===== config.mk =====
export PLATFORM = sky130hd
export DESIGN_NAME = sata_cmd_sequencer_flat
export DESIGN_NICKNAME = d
export VERILOG_FILES = /design/src/rtl/sata_cmd_sequencer_if.sv /design/src/rtl/sata_cmd_sequencer.sv /design/src/flat_wrapper.sv
export SDC_FILE = /design/constraint.sdc
export NUM_CORES = 1
export LEC_CHECK = 0
export CAP_MARGIN = 40
export CORE_UTILIZATION = 48
export CTS_CLUSTER_DIAMETER = 150
export DETAILED_ROUTE_END_ITERATION = 10
export PLACE_DENSITY = 0.88
export SLEW_MARGIN = 20
export SYNTH_ARGS = -nofsm -noshare
export SYNTH_HDL_FRONTEND = slang
export SYNTH_SLANG_ARGS = --single-unit

===== constraint.sdc =====
create_clock -name clk -period 3.4 [get_ports clk]
set_input_delay 0.51 -clock clk [delete_from_list [all_inputs] [get_ports clk]]
set_output_delay 0.51 -clock clk [all_outputs]
set_load 0.02 [all_outputs]

===== src/rtl/sata_cmd_sequencer_if.sv =====
// Bundles the user request channel, the completion report and the controller
// shadow-register / DMA pins of sata_cmd_sequencer.
//   slave  : the sequencer (receives requests, drives HOST_* and DMA_RQST)
//   master : user logic plus the SATA controller (drives requests, LINKUP,
//            HOST_DATA_OUT, WRITE_HOLD_U, IPF)
interface sata_cmd_sequencer_if;
  logic        linkup;
  logic        cmd_valid;
  logic        cmd_ready;
  logic        cmd_write;
  logic [47:0] cmd_lba;
  logic [15:0] cmd_count;
  logic        busy;
  logic        done;
  logic [7:0]  done_status;
  logic        done_err;
  logic        done_timeout;
  logic        host_write_en;
  logic        host_read_en;
  logic [4:0]  host_addr_reg;
  logic [31:0] host_data_out;
  logic [31:0] host_data_in;
  logic        write_hold;
  logic        ipf;
  logic        dma_rqst;

  modport slave (
    input  linkup, cmd_valid, cmd_write, cmd_lba, cmd_count,
           host_data_in, write_hold, ipf,
    output cmd_ready, busy, done, done_status, done_err, done_timeout,
           host_write_en, host_read_en, host_addr_reg, host_data_out, dma_rqst
  );

  modport master (
    output linkup, cmd_valid, cmd_write, cmd_lba, cmd_count,
           host_data_in, write_hold, ipf,
    input  cmd_ready, busy, done, done_status, done_err, done_timeout,
           host_write_en, host_read_en, host_addr_reg, host_data_out, dma_rqst
  );
endinterface


===== src/rtl/sata_cmd_sequencer.sv =====
// sata_cmd_sequencer: issues one READ/WRITE DMA command to the SATA host
// controller's shadow-register port.  Accepts a request, writes the task
// file, holds DMA_RQST while the transfer runs, waits for IPF, reads the
// status register and reports done / device error / timeout.
// Ports:
//   clk   : controller logic clock (CLK_OUT)
//   rst_n : synchronous active-low reset
//   bus   : sata_cmd_sequencer_if.slave (request, completion, HOST_*,
//           WRITE_HOLD_U, IPF, DMA_RQST, LINKUP)
// Optional feature macro: SATA_CMD_LBA48_EN (LBA48 exp writes + EXT opcodes).
// All outputs are registered.
module sata_cmd_sequencer #(
  parameter int unsigned ADDR_FEATURES  = 1,
  parameter int unsigned ADDR_SECCNT    = 2,
  parameter int unsigned ADDR_LBA_LO    = 3,
  parameter int unsigned ADDR_LBA_MID   = 4,
  parameter int unsigned ADDR_LBA_HI    = 5,
  parameter int unsigned ADDR_DEVICE    = 6,
  parameter int unsigned ADDR_CMD       = 7,
  parameter int unsigned EXP_OFFSET     = 8,
  parameter logic [31:0] TIMEOUT_CYCLES = 32'd150000000
) (
  input logic                  clk,
  input logic                  rst_n,
  sata_cmd_sequencer_if.slave  bus
);

`ifdef SATA_CMD_LBA48_EN
  localparam logic [3:0] LAST_STEP  = 4'd11;
  localparam logic [4:0] FIRST_ADDR = 5'(ADDR_FEATURES + EXP_OFFSET);
`else
  localparam logic [3:0] LAST_STEP  = 4'd6;
  localparam logic [4:0] FIRST_ADDR = 5'(ADDR_FEATURES);
`endif

  typedef enum logic [2:0] {
    IDLE, WR_REG, WAIT_IPF, RD_STAT, CAPTURE, DONE
  } state_t;

  state_t      state_q, state_d;
  logic [3:0]  step_q, step_d;
  logic [31:0] timer_q, timer_d;
  logic [47:0] lba_q, lba_d;
  logic [15:0] count_q, count_d;
  logic        write_q, write_d;

  logic        cmd_ready_q, cmd_ready_d;
  logic        busy_q, busy_d;
  logic        done_q, done_d;
  logic [7:0]  status_q, status_d;
  logic        err_q, err_d;
  logic        timeout_q, timeout_d;
  logic        wr_en_q, wr_en_d;
  logic        rd_en_q, rd_en_d;
  logic [4:0]  addr_q, addr_d;
  logic [7:0]  data_q, data_d;
  logic        dma_q, dma_d;

  logic [3:0]  tbl_idx, base_idx;
  logic [4:0]  tbl_addr;
  logic [7:0]  tbl_data;
  logic        link_lost;

  // Task-file entry for the step after the one currently on the bus.
  // Step 0 (FEATURES = 0) is loaded directly at accept time.
  always_comb begin
    tbl_idx  = step_q + 4'd1;
    base_idx = tbl_idx;
    tbl_addr = '0;
    tbl_data = '0;
`ifdef SATA_CMD_LBA48_EN
    if (tbl_idx >= 4'd5) base_idx = tbl_idx - 4'd5;
`endif
    case (base_idx)
      4'd0: tbl_addr = 5'(ADDR_FEATURES);
      4'd1: begin tbl_addr = 5'(ADDR_SECCNT);  tbl_data = count_q[7:0];  end
      4'd2: begin tbl_addr = 5'(ADDR_LBA_LO);  tbl_data = lba_q[7:0];    end
      4'd3: begin tbl_addr = 5'(ADDR_LBA_MID); tbl_data = lba_q[15:8];   end
      4'd4: begin tbl_addr = 5'(ADDR_LBA_HI);  tbl_data = lba_q[23:16];  end
      4'd5: begin
        tbl_addr = 5'(ADDR_DEVICE);
`ifdef SATA_CMD_LBA48_EN
        tbl_data = 8'h40;
`else
        tbl_data = {4'h4, lba_q[27:24]};
`endif
      end
      4'd6: begin
        tbl_addr = 5'(ADDR_CMD);
`ifdef SATA_CMD_LBA48_EN
        tbl_data = write_q ? 8'h35 : 8'h25;
`else
        tbl_data = write_q ? 8'hCA : 8'hC8;
`endif
      end
      default: ;
    endcase
`ifdef SATA_CMD_LBA48_EN
    // Exp ("previous") registers share the base layout shifted by EXP_OFFSET.
    if (tbl_idx < 4'd5) begin
      tbl_addr = tbl_addr + 5'(EXP_OFFSET);
      case (tbl_idx)
        4'd1:    tbl_data = count_q[15:8];
        4'd2:    tbl_data = lba_q[31:24];
        4'd3:    tbl_data = lba_q[39:32];
        4'd4:    tbl_data = lba_q[47:40];
        default: tbl_data = '0;
      endcase
    end
`endif
  end

  assign link_lost = !bus.linkup &&
                     (state_q != IDLE) && (state_q != DONE);

  always_comb begin
    state_d     = state_q;
    step_d      = step_q;
    timer_d     = timer_q;
    lba_d       = lba_q;
    count_d     = count_q;
    write_d     = write_q;
    cmd_ready_d = 1'b0;
    busy_d      = busy_q;
    done_d      = 1'b0;
    status_d    = status_q;
    err_d       = err_q;
    timeout_d   = timeout_q;
    wr_en_d     = wr_en_q;
    rd_en_d     = 1'b0;
    addr_d      = addr_q;
    data_d      = data_q;
    dma_d       = dma_q;

    unique case (state_q)
      IDLE: begin
        cmd_ready_d = bus.linkup;
        if (bus.cmd_valid && cmd_ready_q) begin
          lba_d       = bus.cmd_lba;
          count_d     = bus.cmd_count;
          write_d     = bus.cmd_write;
          busy_d      = 1'b1;
          dma_d       = 1'b1;
          status_d    = '0;
          err_d       = 1'b0;
          timeout_d   = 1'b0;
          step_d      = '0;
          wr_en_d     = 1'b1;
          addr_d      = FIRST_ADDR;
          data_d      = '0;
          cmd_ready_d = 1'b0;
          state_d     = WR_REG;
        end
      end
      WR_REG: begin
        // step_q is the write on the bus this cycle; a hold freezes it and
        // blanks the enable while address/data stay put.
        if (bus.write_hold) begin
          wr_en_d = 1'b0;
        end else if (step_q == LAST_STEP) begin
          wr_en_d = 1'b0;
          timer_d = '0;
          state_d = WAIT_IPF;
        end else begin
          step_d  = tbl_idx;
          wr_en_d = 1'b1;
          addr_d  = tbl_addr;
          data_d  = tbl_data;
        end
      end
      WAIT_IPF: begin
        if (bus.ipf) begin
          rd_en_d = 1'b1;
          addr_d  = 5'(ADDR_CMD);
          state_d = RD_STAT;
        end else if (timer_q == TIMEOUT_CYCLES - 32'd1) begin
          done_d    = 1'b1;
          busy_d    = 1'b0;
          dma_d     = 1'b0;
          status_d  = '0;
          err_d     = 1'b1;
          timeout_d = 1'b1;
          state_d   = DONE;
        end else begin
          timer_d = timer_q + 32'd1;
        end
      end
      RD_STAT: state_d = CAPTURE;
      CAPTURE: begin
        status_d = bus.host_data_in[7:0];
        err_d    = bus.host_data_in[0] | bus.host_data_in[5];
        done_d   = 1'b1;
        busy_d   = 1'b0;
        dma_d    = 1'b0;
        state_d  = DONE;
      end
      DONE: begin
        cmd_ready_d = bus.linkup;
        state_d     = IDLE;
      end
      default: state_d = IDLE;
    endcase

    // Link loss overrides whatever the state decided this cycle.
    if (link_lost) begin
      done_d    = 1'b1;
      busy_d    = 1'b0;
      dma_d     = 1'b0;
      status_d  = 8'hFF;
      err_d     = 1'b1;
      timeout_d = 1'b0;
      wr_en_d   = 1'b0;
      rd_en_d   = 1'b0;
      state_d   = DONE;
    end
  end

  always_ff @(posedge clk) begin
    if (!rst_n) begin
      state_q     <= IDLE;
      step_q      <= '0;
      timer_q     <= '0;
      lba_q       <= '0;
      count_q     <= '0;
      write_q     <= 1'b0;
      cmd_ready_q <= 1'b0;
      busy_q      <= 1'b0;
      done_q      <= 1'b0;
      status_q    <= '0;
      err_q       <= 1'b0;
      timeout_q   <= 1'b0;
      wr_en_q     <= 1'b0;
      rd_en_q     <= 1'b0;
      addr_q      <= '0;
      data_q      <= '0;
      dma_q       <= 1'b0;
    end else begin
      state_q     <= state_d;
      step_q      <= step_d;
      timer_q     <= timer_d;
      lba_q       <= lba_d;
      count_q     <= count_d;
      write_q     <= write_d;
      cmd_ready_q <= cmd_ready_d;
      busy_q      <= busy_d;
      done_q      <= done_d;
      status_q    <= status_d;
      err_q       <= err_d;
      timeout_q   <= timeout_d;
      wr_en_q     <= wr_en_d;
      rd_en_q     <= rd_en_d;
      addr_q      <= addr_d;
      data_q      <= data_d;
      dma_q       <= dma_d;
    end
  end

  assign bus.cmd_ready     = cmd_ready_q;
  assign bus.busy          = busy_q;
  assign bus.done          = done_q;
  assign bus.done_status   = status_q;
  assign bus.done_err      = err_q;
  assign bus.done_timeout  = timeout_q;
  assign bus.host_write_en = wr_en_q;
  assign bus.host_read_en  = rd_en_q;
  assign bus.host_addr_reg = addr_q;
  assign bus.host_data_out = {24'h000000, data_q};
  assign bus.dma_rqst      = dma_q;

  // Bits the task file never carries in this build.
  logic unused_bits;
`ifdef SATA_CMD_LBA48_EN
  assign unused_bits = ^bus.host_data_in[31:8];
`else
  assign unused_bits = ^{bus.host_data_in[31:8], lba_q[47:28], count_q[15:8]};
`endif

endmodule


===== src/flat_wrapper.sv =====
// flat-port wrapper written by rule: the top's interface ports become plain ports
module sata_cmd_sequencer_flat 
#(
  parameter int unsigned ADDR_FEATURES  = 1,
  parameter int unsigned ADDR_SECCNT    = 2,
  parameter int unsigned ADDR_LBA_LO    = 3,
  parameter int unsigned ADDR_LBA_MID   = 4,
  parameter int unsigned ADDR_LBA_HI    = 5,
  parameter int unsigned ADDR_DEVICE    = 6,
  parameter int unsigned ADDR_CMD       = 7,
  parameter int unsigned EXP_OFFSET     = 8,
  parameter logic [31:0] TIMEOUT_CYCLES = 32'd150000000
)
  (clk, rst_n, bus_linkup, bus_cmd_valid, bus_cmd_write, bus_cmd_lba, bus_cmd_count, bus_host_data_in, bus_write_hold, bus_ipf, bus_cmd_ready, bus_busy, bus_done, bus_done_status, bus_done_err, bus_done_timeout, bus_host_write_en, bus_host_read_en, bus_host_addr_reg, bus_host_data_out, bus_dma_rqst);
  sata_cmd_sequencer_if bus_i ();
  input logic clk;
  input logic rst_n;
  input wire logic [$bits(bus_i.linkup)-1:0] bus_linkup;
  input wire logic [$bits(bus_i.cmd_valid)-1:0] bus_cmd_valid;
  input wire logic [$bits(bus_i.cmd_write)-1:0] bus_cmd_write;
  input wire logic [$bits(bus_i.cmd_lba)-1:0] bus_cmd_lba;
  input wire logic [$bits(bus_i.cmd_count)-1:0] bus_cmd_count;
  input wire logic [$bits(bus_i.host_data_in)-1:0] bus_host_data_in;
  input wire logic [$bits(bus_i.write_hold)-1:0] bus_write_hold;
  input wire logic [$bits(bus_i.ipf)-1:0] bus_ipf;
  output wire logic [$bits(bus_i.cmd_ready)-1:0] bus_cmd_ready;
  output wire logic [$bits(bus_i.busy)-1:0] bus_busy;
  output wire logic [$bits(bus_i.done)-1:0] bus_done;
  output wire logic [$bits(bus_i.done_status)-1:0] bus_done_status;
  output wire logic [$bits(bus_i.done_err)-1:0] bus_done_err;
  output wire logic [$bits(bus_i.done_timeout)-1:0] bus_done_timeout;
  output wire logic [$bits(bus_i.host_write_en)-1:0] bus_host_write_en;
  output wire logic [$bits(bus_i.host_read_en)-1:0] bus_host_read_en;
  output wire logic [$bits(bus_i.host_addr_reg)-1:0] bus_host_addr_reg;
  output wire logic [$bits(bus_i.host_data_out)-1:0] bus_host_data_out;
  output wire logic [$bits(bus_i.dma_rqst)-1:0] bus_dma_rqst;
  assign bus_i.linkup = bus_linkup;
  assign bus_i.cmd_valid = bus_cmd_valid;
  assign bus_i.cmd_write = bus_cmd_write;
  assign bus_i.cmd_lba = bus_cmd_lba;
  assign bus_i.cmd_count = bus_cmd_count;
  assign bus_i.host_data_in = bus_host_data_in;
  assign bus_i.write_hold = bus_write_hold;
  assign bus_i.ipf = bus_ipf;
  assign bus_cmd_ready = bus_i.cmd_ready;
  assign bus_busy = bus_i.busy;
  assign bus_done = bus_i.done;
  assign bus_done_status = bus_i.done_status;
  assign bus_done_err = bus_i.done_err;
  assign bus_done_timeout = bus_i.done_timeout;
  assign bus_host_write_en = bus_i.host_write_en;
  assign bus_host_read_en = bus_i.host_read_en;
  assign bus_host_addr_reg = bus_i.host_addr_reg;
  assign bus_host_data_out = bus_i.host_data_out;
  assign bus_dma_rqst = bus_i.dma_rqst;
  sata_cmd_sequencer #(.ADDR_FEATURES(ADDR_FEATURES), .ADDR_SECCNT(ADDR_SECCNT), .ADDR_LBA_LO(ADDR_LBA_LO), .ADDR_LBA_MID(ADDR_LBA_MID), .ADDR_LBA_HI(ADDR_LBA_HI), .ADDR_DEVICE(ADDR_DEVICE), .ADDR_CMD(ADDR_CMD), .EXP_OFFSET(EXP_OFFSET), .TIMEOUT_CYCLES(TIMEOUT_CYCLES)) u_core (.clk(clk), .rst_n(rst_n), .bus(bus_i));
endmodule

## Yosys cells after proc, flatten, opt, wreduce, memory -nomap -nowiden

Index checks and enable logic that the tools add are counted.

- Flip-flop bits (word level): 104
- Word-level logic and storage cells: 128
- Output and inout port bits: 53
- Input bits: 103

- Reductions and logical operators: 25
- Bitwise operators: 3
- Add/sub/neg operators: 2
- Eq/ne operators: 29
- Muxes and demuxes: 52

Operators by type and width:

| operator | number |
|---|---|
| two-way mux 32 bit | 4 |
| one-hot mux 32 bit (2 select lines) | 1 |
| two-way mux 8 bit | 6 |
| one-hot mux 8 bit (6 select lines) | 1 |
| adder 32 x 1 -> 32 bit, second input constant | 1 |
| equality test 32 x 28 -> 1 bit, second input constant | 1 |
| one-hot mux 8 bit (3 select lines) | 1 |
| AND reduction 4 bit | 6 |
| one-hot mux 3 bit (7 select lines) | 1 |
| two-way mux 5 bit | 4 |
| two-way mux 3 bit | 6 |
| equality test 4 x 3 -> 1 bit, second input constant | 4 |
| one-hot mux 8 bit (2 select lines) | 1 |
| one-hot mux 3 bit (5 select lines) | 1 |
| one-hot mux 5 bit (3 select lines) | 1 |
| two-way mux 1 bit | 14 |
| two-way mux 4 bit | 3 |
| inequality test 2 bit, second input constant | 5 |
| AND reduction 5 bit | 2 |
| inequality test 3 x 1 -> 1 bit, second input constant | 3 |
| inequality test 3 x 2 -> 1 bit, second input constant | 3 |
| nonzero test 3 bit | 3 |
| equality test 4 x 2 -> 1 bit, second input constant | 2 |
| one-hot mux 1 bit (2 select lines) | 4 |
| other kinds (22) | 33 |

## Depth between registers and ports, before layout

Gate-level depths: netlist of run 1.

- Depth in word-level cells: 6
- Depth in mapped cells: 9
- Depth with buffers taken out: 8

## Least setup slack after synthesis of run 1

No wires, ideal clock.

- Path kind: register -> register
- Start point: reg u_core.timer_q[16]
- End point: reg u_core.err_q, in the netlist u_core.bus.done_err
- Clock period less this slack: 2,483 ps
- Slack: 917 ps
- Arrival time: 2,362 ps
- Setup time: 122 ps
- Required time: 3,278 ps
- Buffers on the path: 1
- Stages on the path, launching flop included: 7
- Cells stage by stage: dfxtp_1 > or4_1 > or4_4 > or3_1 > buf_2 > o31a_1 > o311a_1

- Longest elaborated chain between the ends: 3

Ends and longest elaborated chain:

| element | line | source |
|---|---|---|
| start, declared | sata_cmd_sequencer.sv:42 | `logic [31:0] timer_q, timer_d;` |
| start signal, assigned | sata_cmd_sequencer.sv:240 | `timer_q <= timer_d;` |
| equality test 32 x 28 -> 1 bit | sata_cmd_sequencer.sv:176 | `end else if (timer_q == TIMEOUT_CYCLES - 32'd1) begin` |
| inequality test 3 x 1 -> 1 bit (no source line) | n/a |  |
| AND reduction 4 bit (no source line) | n/a |  |
| end signal, assigned | sata_cmd_sequencer.sv:248 | `err_q <= err_d;` |
| end, declared | sata_cmd_sequencer.sv:51 | `logic err_q, err_d;` |

No other way between the ends.
A chain may end at the register's enable or synchronous reset.

## Final worst setup path of run 1

- Start point: reg u_core.timer_q[16]
- End point: reg u_core.status_q[7], in the netlist u_core.bus.done_status[7]

- Longest elaborated chain between the ends: 3

Ends and longest elaborated chain:

| element | line | source |
|---|---|---|
| equality test 32 x 28 -> 1 bit | sata_cmd_sequencer.sv:176 |  |
| inequality test 3 x 1 -> 1 bit (no source line) | n/a |  |
| AND reduction 4 bit (no source line) | n/a |  |
| end signal, assigned | sata_cmd_sequencer.sv:247 | `status_q <= status_d;` |
| end, declared | sata_cmd_sequencer.sv:50 | `logic [7:0] status_q, status_d;` |

No other way between the ends.

==> results.ini, run 1 <==
[synth]
yosysWarnings=0
syn-cell-area_um2=5200
ys_seq_area_share_pct=39.2
synth_cell_types=60
synthArstFlopShare_pct=0
synth_edf_count=0
synth-seq-cells=102
avgSynthCellArea_um2=8.21
syn_inst=634
synth_ff_type=dfxtp_1

[clocking]
post_cts_buffers=0
cts-root-buf=clkbuf_8
clkSinkCount=102
cts_made_buffers=9
cts_resized=0
postCtsHoldBufs=0
cts_max_path_buffers=2
cts_tree=done
cts.reportedPaths.clkPinSlew_ns=0.10
clock_latency_ns=0.37
htreeDepth=3

[worst_setup_path]
critPathCaptureType=flip-flop
crit_path_max_fanout=6
criticalPathCategory=reg2reg
worstPathArrival_ns=2.94
timing.reg2reg.setup_slack_ns=0.73
critPathLaunchType=flip-flop
required_ns=3.67

[die]
die_w_um=106
rows=37
io_pins=156
core_um2=10400
fp.dieH_um=106
initial_utilization_pct=50.0
dieArea_um2=11300

[timing]
clock_skew_ns=0.0138
tightestPinTransition_ns=0.860
setup_violations=0
finalCritPeriodShare_pct=78.5
rsz0062_at_grt=false
relSlewSlack_pct=42.2
maxSlewViolCount=0
fmax_mhz=375
timing.setup.tns_ns=0
timing.final.crit_period_ns=2.67
finalHoldViolations=0

[global_route]
antenna_found_initial=1
grt_pass1_vias=4508
grt_max_degree=57
gr-usage-all-layers_pct=23.4
overflow=0
grt_pass1_wl_um=21300

[layout]
antennaDiodeCount=0
mostFrequentLayoutCells=nand2_1 (113), dfxtp_1 (102), clkdlybuf4s50_1 (76), nor2_1 (45), a21boi_0 (39)
largest_reg_flops=32
mostFrequentLayoutCell=nand2_1
drive_above_1_share_pct=5.59
largest_register=u_core.timer_q
post-route-util_pct=59.3
area_growth_pct=18.8
fin_nets=803
postLayoutCellArea_um2=6180
register_area_um2=2040
multi_input_area_um2=2880
fillers=886
top_regs=u_core.timer_q: 32 flops, u_core.lba_q: 28 flops

[route]
wirelength_um=12800
vias=4841
via_per_inst=5.80
drc=0
drt-pass1-iter-count=7
drtAntennaViolNets=0
wl_per_cell_um=15.4
drt_iter0_drc=294

[power]
cellPowerDensity_nw_per_um2=484
finalPower_uw=2990
p_leak_uw=0.00210
peakVddDrop_mv=0.301

[placed_design]
dpl_cell_area_um2=5960
place_congestion=0.910
dp_hpwl_um=9000
port_buffers=77

[flow_run]
drv_cap=0

[worst_hold_path]
holdCritPathClass=reg2reg

[outcome]
status=complete, no violations

-- area by class of cell --
cell class,count,area share (%)
multi-input cells,483,46.5
flip-flops and latches,102,33.0
inverters,10,0.607
clock inverters,5,1.03
repair buffers,87,13.6
well taps,136,2.75
clock buffers,11,2.45
-- critical path, stage by stage, from the launching register on --
cell and delay (ns):
dfxtp_1 0.38, or4_1 0.51, or4_4 0.52, or3_1 0.45
o31a_1 0.35, a221oi_2 0.28, nor2b_1 0.07
-- where the power goes --
group	switching, uW	internal (uW)	leakage, uW
sequential	84.4	1300	0.000825
clock	433	390	0.000112
combinational	451	338	0.00117
total	969	2020	0.00210
-- per-layer routing --
layer	global-route usage (%)	share of wire, %
met5	0	0.078
met2	38.9	48
met3	3.99	6.0
met4	8.83	1.5
met1	30.1	44
-- metrics by stage --
stage | std cells | hold WS (ns) | setup slack [ns]
after CTS | 833 | 0.471 | 0.740
after floorplan | 659 | 0.443 | 0.917
final | 834 | 0.466 | 0.733
after global routing | 834 | 0.494 | 0.595
after detailed placement | 817 | 0.457 | 0.620
after global placement | 817 | 0.450 | 0.720
-- kinds of logic after synthesis --
family / count (synthesis) / synth area share (%)
simple gates: 286 / 27.4
mux: 2 / 0.385
buf+inv: 74 / 7.38
flops: 102 / 39.2
compound gates: 135 / 19.3
fa+ha+maj: 7 / 1.68
other cells: 1 / 0.0720
xor+xnor: 27 / 4.54
-- cells in the mapped netlist, types with 9 or more instances --
master / n / area share, %
nand3_1: 20 / 1.9
buf_4: 27 / 3.9
nor3_1: 23 / 2.2
nor4_1: 11 / 1.3
inv_1: 10 / 0.72
o22ai_1: 9 / 1.1
dfxtp_1: 102 / 39
xnor2_1: 27 / 4.5
nand2_1: 113 / 8.1
o21ai_0: 12 / 1.2
a21oi_1: 18 / 1.7
nor2_1: 45 / 3.2
nor2b_1: 18 / 2.2
nand4_1: 12 / 1.4
a21boi_0: 39 / 5.6
clkbuf_1: 33 / 2.4
-- worst paths after layout --
check	start	to	cells after the start
worst min-delay path	u_core.count_q[7]$_SDFFE_PN0P_	u_core.count_q[7]$_SDFFE_PN0P_	2
worst min register to register	u_core.count_q[7]$_SDFFE_PN0P_	u_core.count_q[7]$_SDFFE_PN0P_	2
worst max register to register	u_core.timer_q[16]$_SDFFE_PN0P_	u_core.bus.done_status[7]$_SDFFE_PN0P_	6
worst max-delay path	u_core.timer_q[16]$_SDFFE_PN0P_	u_core.bus.done_status[7]$_SDFFE_PN0P_	6
No activity file was read; power rests on OpenSTA's default activity.
==> run 2: changes to the inputs <==
clock period = 2.8 ns   (was 3.4 ns; I/O delays follow)
==> run 2 against run 1 <==
First-iteration DRC count up 5.4%. Sequential share of layout area down 0.27 points. Routed wire length about the same. Setup slack worse by 0.52 ns. Total power up 19%. Clock skew about the same. Maximum frequency up 3.2%. Clock power up 11%. Via count up 0.45%. Utilization up 0.49 points. Combinational power up 26%. Critical endpoint unchanged. Largest power group unchanged.
==> results.ini, run 2 (synthesis gave the netlist of run 1 again) <==
[placed_design]
dp_hpwl_um=9340
place_congestion=0.926
port_buffers=77
dp_cells=826

[die]
dieArea_um2=11300
core_um2=10400
die_w_um=106
rows=37
initial_utilization_pct=50.0
io_pins=156
fp.dieH_um=106

[global_route]
gr-usage-all-layers_pct=23.4
grt_max_degree=57
grt_pass1_wl_um=21500
overflow=0
grt_pass1_vias=4669
antenna_found_initial=1

[timing]
tightestPinTransition_ns=0.823
finalCritPeriodShare_pct=92.3
finalHoldViolations=0
setup_violations=0
timing.final.crit_period_ns=2.58
rsz0062_at_grt=false
fmax_mhz=387
maxSlewViolCount=0
clock_skew_ns=0.0138
timing.setup.tns_ns=0
relSlewSlack_pct=45.0

[clocking]
cts_max_path_buffers=2
htreeDepth=3
cts-root-buf=clkbuf_8
post_cts_buffers=0
cts.reportedPaths.clkPinSlew_ns=0.11
cts_resized=0
postCtsHoldBufs=0
cts_made_buffers=9
clock_latency_ns=0.38
cts_tree=done
clkSinkCount=102

[layout]
fin_cells=843
drive_above_1_share_pct=6.79
largest_reg_flops=32
largest_register=u_core.timer_q
fillers=909
fin_nets=812
antennaDiodeCount=0
mostFrequentLayoutCell=nand2_1
top_regs=u_core.timer_q: 32 flops, u_core.lba_q: 28 flops
area_growth_pct=19.7
mostFrequentLayoutCells=nand2_1 (113), dfxtp_1 (102), clkdlybuf4s50_1 (76), nor2_1 (45), a21boi_0 (39)

[worst_setup_path]
timing.reg2reg.setup_slack_ns=0.22
r2r-start=u_core.timer_q[16]$_SDFFE_PN0P_
r2r_cells=6
critPathCaptureType=flip-flop
worst_r2r_endpoint=u_core.bus.done_status[7]$_SDFFE_PN0P_
worstPathArrival_ns=2.85
critPathLaunchType=flip-flop
criticalPathCategory=reg2reg
required_ns=3.07
crit_path_max_fanout=5

[worst_hold_path]
hold_path_depth=2
min_from=rst_n
hold-path-endpoint=u_core.bus.done_err$_SDFFE_PN0P_
holdCritPathClass=in2reg

[route]
vias=4863
wl_per_cell_um=15.2
drt-pass1-iter-count=7
drtAntennaViolNets=0
via_per_inst=5.77
wirelength_um=12900
drc=0
drt_iter0_drc=310

[power]
p_leak_uw=0.00214
peakVddDrop_mv=0.309
cellPowerDensity_nw_per_um2=573
finalPower_uw=3570

[outcome]
status=complete, no violations

[flow_run]
drv_cap=0

run 2: worst max-delay path by stage:
stage	from	end
2_1_floorplan	u_core.timer_q[16]$_SDFFE_PN0P_	u_core.bus.done_err$_SDFFE_PN0P_
4_1_cts	u_core.timer_q[16]$_SDFFE_PN0P_	u_core.bus.done_status[7]$_SDFFE_PN0P_
3_3_place_gp	bus_write_hold	u_core.timer_q[19]$_SDFFE_PN0P_
3_5_place_dp	bus_ipf	u_core.timer_q[19]$_SDFFE_PN0P_
5_1_grt	u_core.step_q[1]$_SDFFE_PN0P_	u_core.data_q[7]$_SDFFE_PN0P_
6_report	u_core.timer_q[16]$_SDFFE_PN0P_	u_core.bus.done_status[7]$_SDFFE_PN0P_
run 2: per-stage QoR:
step / util, % / worst slack, ns / hold slack, ns / area (um^2)
after floorplan: - / 0.317 / 0.443 / 5300
after CTS: 59.8 / 0.236 / 0.433 / 6220
final: 59.8 / 0.216 / 0.450 / 6230
after global routing: 59.8 / 0.0557 / 0.462 / 6230
after detailed placement: 57.8 / 0.0694 / 0.453 / 6030
after global placement: 57.8 / 0.166 / 0.450 / 6030
run 2: cell type report:
class | instances | area, um^2 | area share (%)
Timing Repair Buffer | 96 | 908 | 14.6
Clock buffer | 9 | 124 | 1.99
Tap cell | 136 | 170 | 2.73
Sequential cell | 102 | 2040 | 32.8
Inverter | 10 | 37.5 | 0.602
Clock inverter | 7 | 75.1 | 1.20
Multi-Input combinational cell | 483 | 2880 | 46.1
run 2: report_power, final:
part           switching [uW]  leakage [uW]  internal [uW]
combinational             561       0.00121            434
sequential               84.7      0.000825           1570
clock                     567     0.0000964            349
run 2: metal layers:
layer / wire length [um] / vias up / global-route usage (%)
met1: 5670 / 2298 / 30.2
met2: 6240 / 203 / 38.6
met3: 741 / 28 / 3.92
met4: 187 / 2 / 9.23
li1: - / 2332 / -
met5: 10 / - / 0
run 2: critical path, stage by stage, from the launching register on:
cell	delay, ns
dfxtp_1	0.37
or4_1	0.52
or4_4	0.52
or3_1	0.38
o31a_1	0.33
a221oi_2	0.29
nor2b_1	0.07
==> run 3: changes to the inputs <==
RECOVER_POWER = 25   (was not set)
==> run 3 against run 2 <==
Clock skew grew 0.0034 ns. Final area down 0.14%. Count of clock-buffer cells in the layout unchanged. Sequential cell count unchanged. Via count down 0.78%. Sequential power is essentially flat. Register-to-register slack about the same. Routed wire length decreased by 0.30%. Utilization fell by 0.084 points. Global-route usage stayed put. Non-clock buffer count unchanged. First-iteration DRC count increased by 7.7%.
==> results.ini, run 3 (synthesis gave the netlist of run 1 again) <==
[outcome]
status=complete, no violations

[power]
cellPowerDensity_nw_per_um2=568
p_leak_uw=0.00221
finalPower_uw=3540
peakVddDrop_mv=0.294

[worst_setup_path]
slowest_delay_ns=0.52
critPathLaunchType=flip-flop
crit_path_max_fanout=5
critPathCaptureType=flip-flop
worstPathArrival_ns=2.85
criticalPathCategory=reg2reg
required_ns=3.07
crit_chain=or4_1 > or4_4 > or3_1 > o31a_1 > a221oi_2 > nor2b_1
critPathSlowestCell=or4_1

[timing]
timing.final.crit_period_ns=2.58
fmax_mhz=388
tightestPinTransition_ns=0.822
finalHoldViolations=0
finalCritPeriodShare_pct=92.2
rsz0062_at_grt=false
relSlewSlack_pct=45.0
fin_hold_ws_ns=0.439
setup_violations=0
timing.setup.tns_ns=0
maxSlewViolCount=0
finalWorstSetupSlack_ns=0.220
clock_skew_ns=0.0172

[die]
io_pins=156
die_w_um=106
rows=37
dieArea_um2=11300
fp.dieH_um=106
core_um2=10400
initial_utilization_pct=50.0

[clocking]
clkSinkCount=102
post_cts_buffers=0
cts_max_path_buffers=2
cts_resized=0
clock_latency_ns=0.39
cts.reportedPaths.clkPinSlew_ns=0.11
cts_made_buffers=9
postCtsHoldBufs=0
cts_tree=done
cts-root-buf=clkbuf_8
htreeDepth=3

[layout]
top_regs=u_core.timer_q: 32 flops, u_core.lba_q: 28 flops
fin_nets=812
largest_reg_flops=32
post-route-util_pct=59.7
area_growth_pct=19.6
largest_register=u_core.timer_q
register_area_um2=2040
antennaDiodeCount=0
fillers=913
mostFrequentLayoutCell=nand2_1
drive_above_1_share_pct=6.51
multi_input_area_um2=2870
mostFrequentLayoutCells=nand2_1 (113), dfxtp_1 (102), clkdlybuf4s50_1 (49), nor2_1 (45), a21boi_0 (39)

[global_route]
grt_pass1_vias=4669
overflow=0
grt_max_degree=57
grt_pass1_wl_um=21500
gr-usage-all-layers_pct=23.4
antenna_found_initial=1

[placed_design]
dp_hpwl_um=9340
port_buffers=77
place_congestion=0.926
preCtsSetupSlack_ns=0.0694

[route]
via_per_inst=5.72
drt_iter0_drc=334
drtAntennaViolNets=0
wl_per_cell_um=15.2
vias=4825
wirelength_um=12800
drc=0
drt-pass1-iter-count=7

[worst_hold_path]
holdCritPathClass=in2reg

[flow_run]
drv_cap=0

[run 3: power by group]
group	internal (uW)	switching, uW	total (uW)
clock network	349	566	915
registers	1570	81.7	1650
logic	406	560	966
total	2330	1210	3540
[run 3: layout make-up]
type	count	share of cell area (%)
Sequential cell	102	32.8
Multi-Input combinational cell	483	46.2
Inverter	10	0.603
Clock inverter	7	1.21
Timing Repair Buffer	96	14.5
Clock buffer	9	1.99
Tap cell	136	2.73
[run 3: critical path, delay by kind of cell, from the launching register on]
kind | cells | cell delay [ns]
AND/OR/NAND/NOR | 4 | 1.49
AO/OA/AOI/OAI | 2 | 0.61
flip-flops | 1 | 0.37
[run 3: path summary, 6_finish.rpt]
path                                         from                                      to  slack [ns]  depth (start not counted)
setup reg to reg  u_core.timer_q[16]$_SDFFE_PN0P_  u_core.bus.done_status[7]$_SDFFE_PN0P_        0.22                          6
setup / recovery  u_core.timer_q[16]$_SDFFE_PN0P_  u_core.bus.done_status[7]$_SDFFE_PN0P_        0.22                          6
hold / removal                              rst_n        u_core.bus.done_err$_SDFFE_PN0P_        0.44                          2
hold reg to reg     u_core.data_q[3]$_SDFFE_PN0P_           u_core.data_q[3]$_SDFFE_PN0P_        0.46                          2
[run 3: metal layers]
metal,track usage [%],share of wire [%],vias to the layer above
li1,-,-,2332
met1,30.2,44,2272
met2,38.6,48,188
met3,3.92,6.1,31
met4,9.23,1.7,2
met5,0,0.078,-
[run 3: per-stage QoR]
step / area [um^2] / cells
2_1_floorplan: 5300 / 659
3_3_place_gp: 6030 / 826
3_5_place_dp: 6030 / 826
4_1_cts: 6220 / 842
5_1_grt: 6220 / 843
6_report: 6220 / 843
==> edit: new RTL, settings of run 1 <==
Re-encode `state_t` (6 states) as one-hot, 6 bits wide.
--- a/src/rtl/sata_cmd_sequencer.sv
+++ b/src/rtl/sata_cmd_sequencer.sv
@@ -34,6 +34,6 @@
 `endif
 
-  typedef enum logic [2:0] {
-    IDLE, WR_REG, WAIT_IPF, RD_STAT, CAPTURE, DONE
+  typedef enum logic [5:0] {
+    IDLE = 6'b000001, WR_REG = 6'b000010, WAIT_IPF = 6'b000100, RD_STAT = 6'b001000, CAPTURE = 6'b010000, DONE = 6'b100000
   } state_t;
 
Behaviour: no difference found for any inputs over 4 cycles, from zero or initial values and one cycle with rst_n low; so few cycles prove little.
==> edit against run 1 <==
  * Synthesized cell count up 1.9%
  * Routed wire length up 4.3%
  * First-iteration DRC count up 18%
  * Via count up 5.7%
  * Global-route usage about the same
  * Synthesized area up 3.0%
  * Sequential cell count up 3
  * Setup slack worse by 110 ps
  * Design area up 2.0%
  * Count of clock-buffer cells in the layout down 2
  * Critical path type unchanged
Power is not compared: it rests on default switching activity, and its combinational part moved more than twofold at a synthesized area within 25%.
==> edit: results (changes against run 1) <==
stage,metric,value,unit,change
place,placed_cell_area,0.00611,mm²,+2.5%
critical_path,r2r.worst_path.cells,6,,unchanged
sta,setup_viol,0,,unchanged
critical_path,crit_fanout,12,,+6
yosys,synth.area.top_cells,"dfxtp_1 (39%), nand2_1 (7.1%), a21oi_1 (7.0%)",,
yosys,yosysWarnings,0,,unchanged
cts,clkTransAtPathRegs,110,ps,
cts,clk_latency,390,ps,+20 ps
route,met2_length,6460,µm,+3.9%
yosys,avgSynthCellArea,8.30,µm²,+1.1%
cts,cts-buffers-inserted,9,,unchanged
critical_path,crit_end,u_core.timer_q[24]$_SDFFE_PN0P_,,
route,drt_iter0_markers,346,,+18%
layout,fin_cells,850,,+1.9%
grt,grt_max_degree,46,,-19%
outcome,status,finished clean,,
place,dp_hpwl,9600,µm,+6.6%
grt,groute.layer.met1.usage,29.8,%,-0.36 points
min_path,hold_end,u_core.write_q$_SDFFE_PN0P_,,
route,top_layer_used,met4,,
critical_path,startpoint,u_core.step_q[1]$_SDFFE_PN0P_,,
grt,grt_util_all_layers,23.4,%,about the same
layout,fin_nets,814,,+1.4%
min_path,min_from,u_core.write_q$_SDFFE_PN0P_,,
layout,layout-drive-gt1-share,7.18,%,+1.6 points
min_path,holdPathStages,2,,unchanged
layout,largestRegisters,"u_core.timer_q x32, u_core.lba_q x28",,
sta,fin_hold_ws,460,ps,-5.65 ps
route,vias,5119,,+5.7%
yosys,synth_cell_types,76,,+27%
sta,finClkSkew,13.6,ps,-0.249 ps
grt,grt_pass1_vias,4752,,+5.4%
place,routabilityCongestion,0.926,,+1.8%
route,wl_met3,882,µm,+14%
critical_path,cp.arrival,3100,ps,+160 ps
sta,clock.fmax,360,MHz,-3.9%
route,wl,13400,µm,+4.3%
yosys,yosysSeqAreaShare,39.2,%,about the same
grt,antenna_found_initial,0,,-1
route,firstDrtPassIters,5,,-2
sta,slew_headroom,42.7,%,+0.57 points
min_path,hp-class,reg -> reg,,
layout,fillers,959,,+8.2%
critical_path,rrSetupSlack,620,ps,-110 ps
route,drt-met1-wl,5810,µm,+3.0%
cts,post_cts_buffers,0,,unchanged
place,dp_slack,344,ps,-276 ps
cts,clock_path_buffers,2,,unchanged
yosys,ys_top_cells_by_count,"dfxtp_1 (105), nand2_1 (102), a21oi_1 (75), buf_4 (28), nor2_1 (27)",,
cts,cts-htree-levels,3,,unchanged
grt,grt_use_met2,39.4,%,+0.46 points
cts,clock_tree.root_cell,clkbuf_8,,
yosys,async_reset_ff_share,0,%,unchanged
grt,grt_use_met3,3.93,%,-0.051 points
place,place_inst,834,,+2.1%
grt,grt_pass1_wl,21800,µm,+2.8%
power_and_ir_drop,ir_drop,241,µV,
power_and_ir_drop,p_leak,2.09,nW,
edit: area by class of cell:
type                    count  area (µm²)  area share [%]
multi-input cells         493        2950            46.8
flip-flops and latches    105        2100            33.4
repair buffers             87         846            13.4
well taps                 140         175            2.78
clock buffers               9         124            1.97
clock inverters             7        71.3            1.13
inverters                   9        33.8           0.536
edit: power breakdown:
group	leakage (nW)	switching, mW	total [mW]	internal [mW]
clock	0.0979	0.487	0.775	0.288
sequential	0.850	0.0344	1.32	1.28
combinational	1.14	0.197	0.374	0.176
total	2.09	0.719	2.46	1.75
edit: kinds of logic after synthesis:
family          share of synthesized area (%)
xor+xnor                                0.980
compound gates                           22.7
simple gates                             27.2
flops                                    39.2
other cells                            0.0700
fa+ha+maj                                1.40
buf+inv                                  7.49
mux                                     0.957
edit: critical path, stage by stage, from the launching register on:
cell,delay (ps)
dfxtp_1,520
ha_1,240
nor4bb_1,440
and3_1,330
o2111ai_1,400
or4_1,630
a21oi_1,160
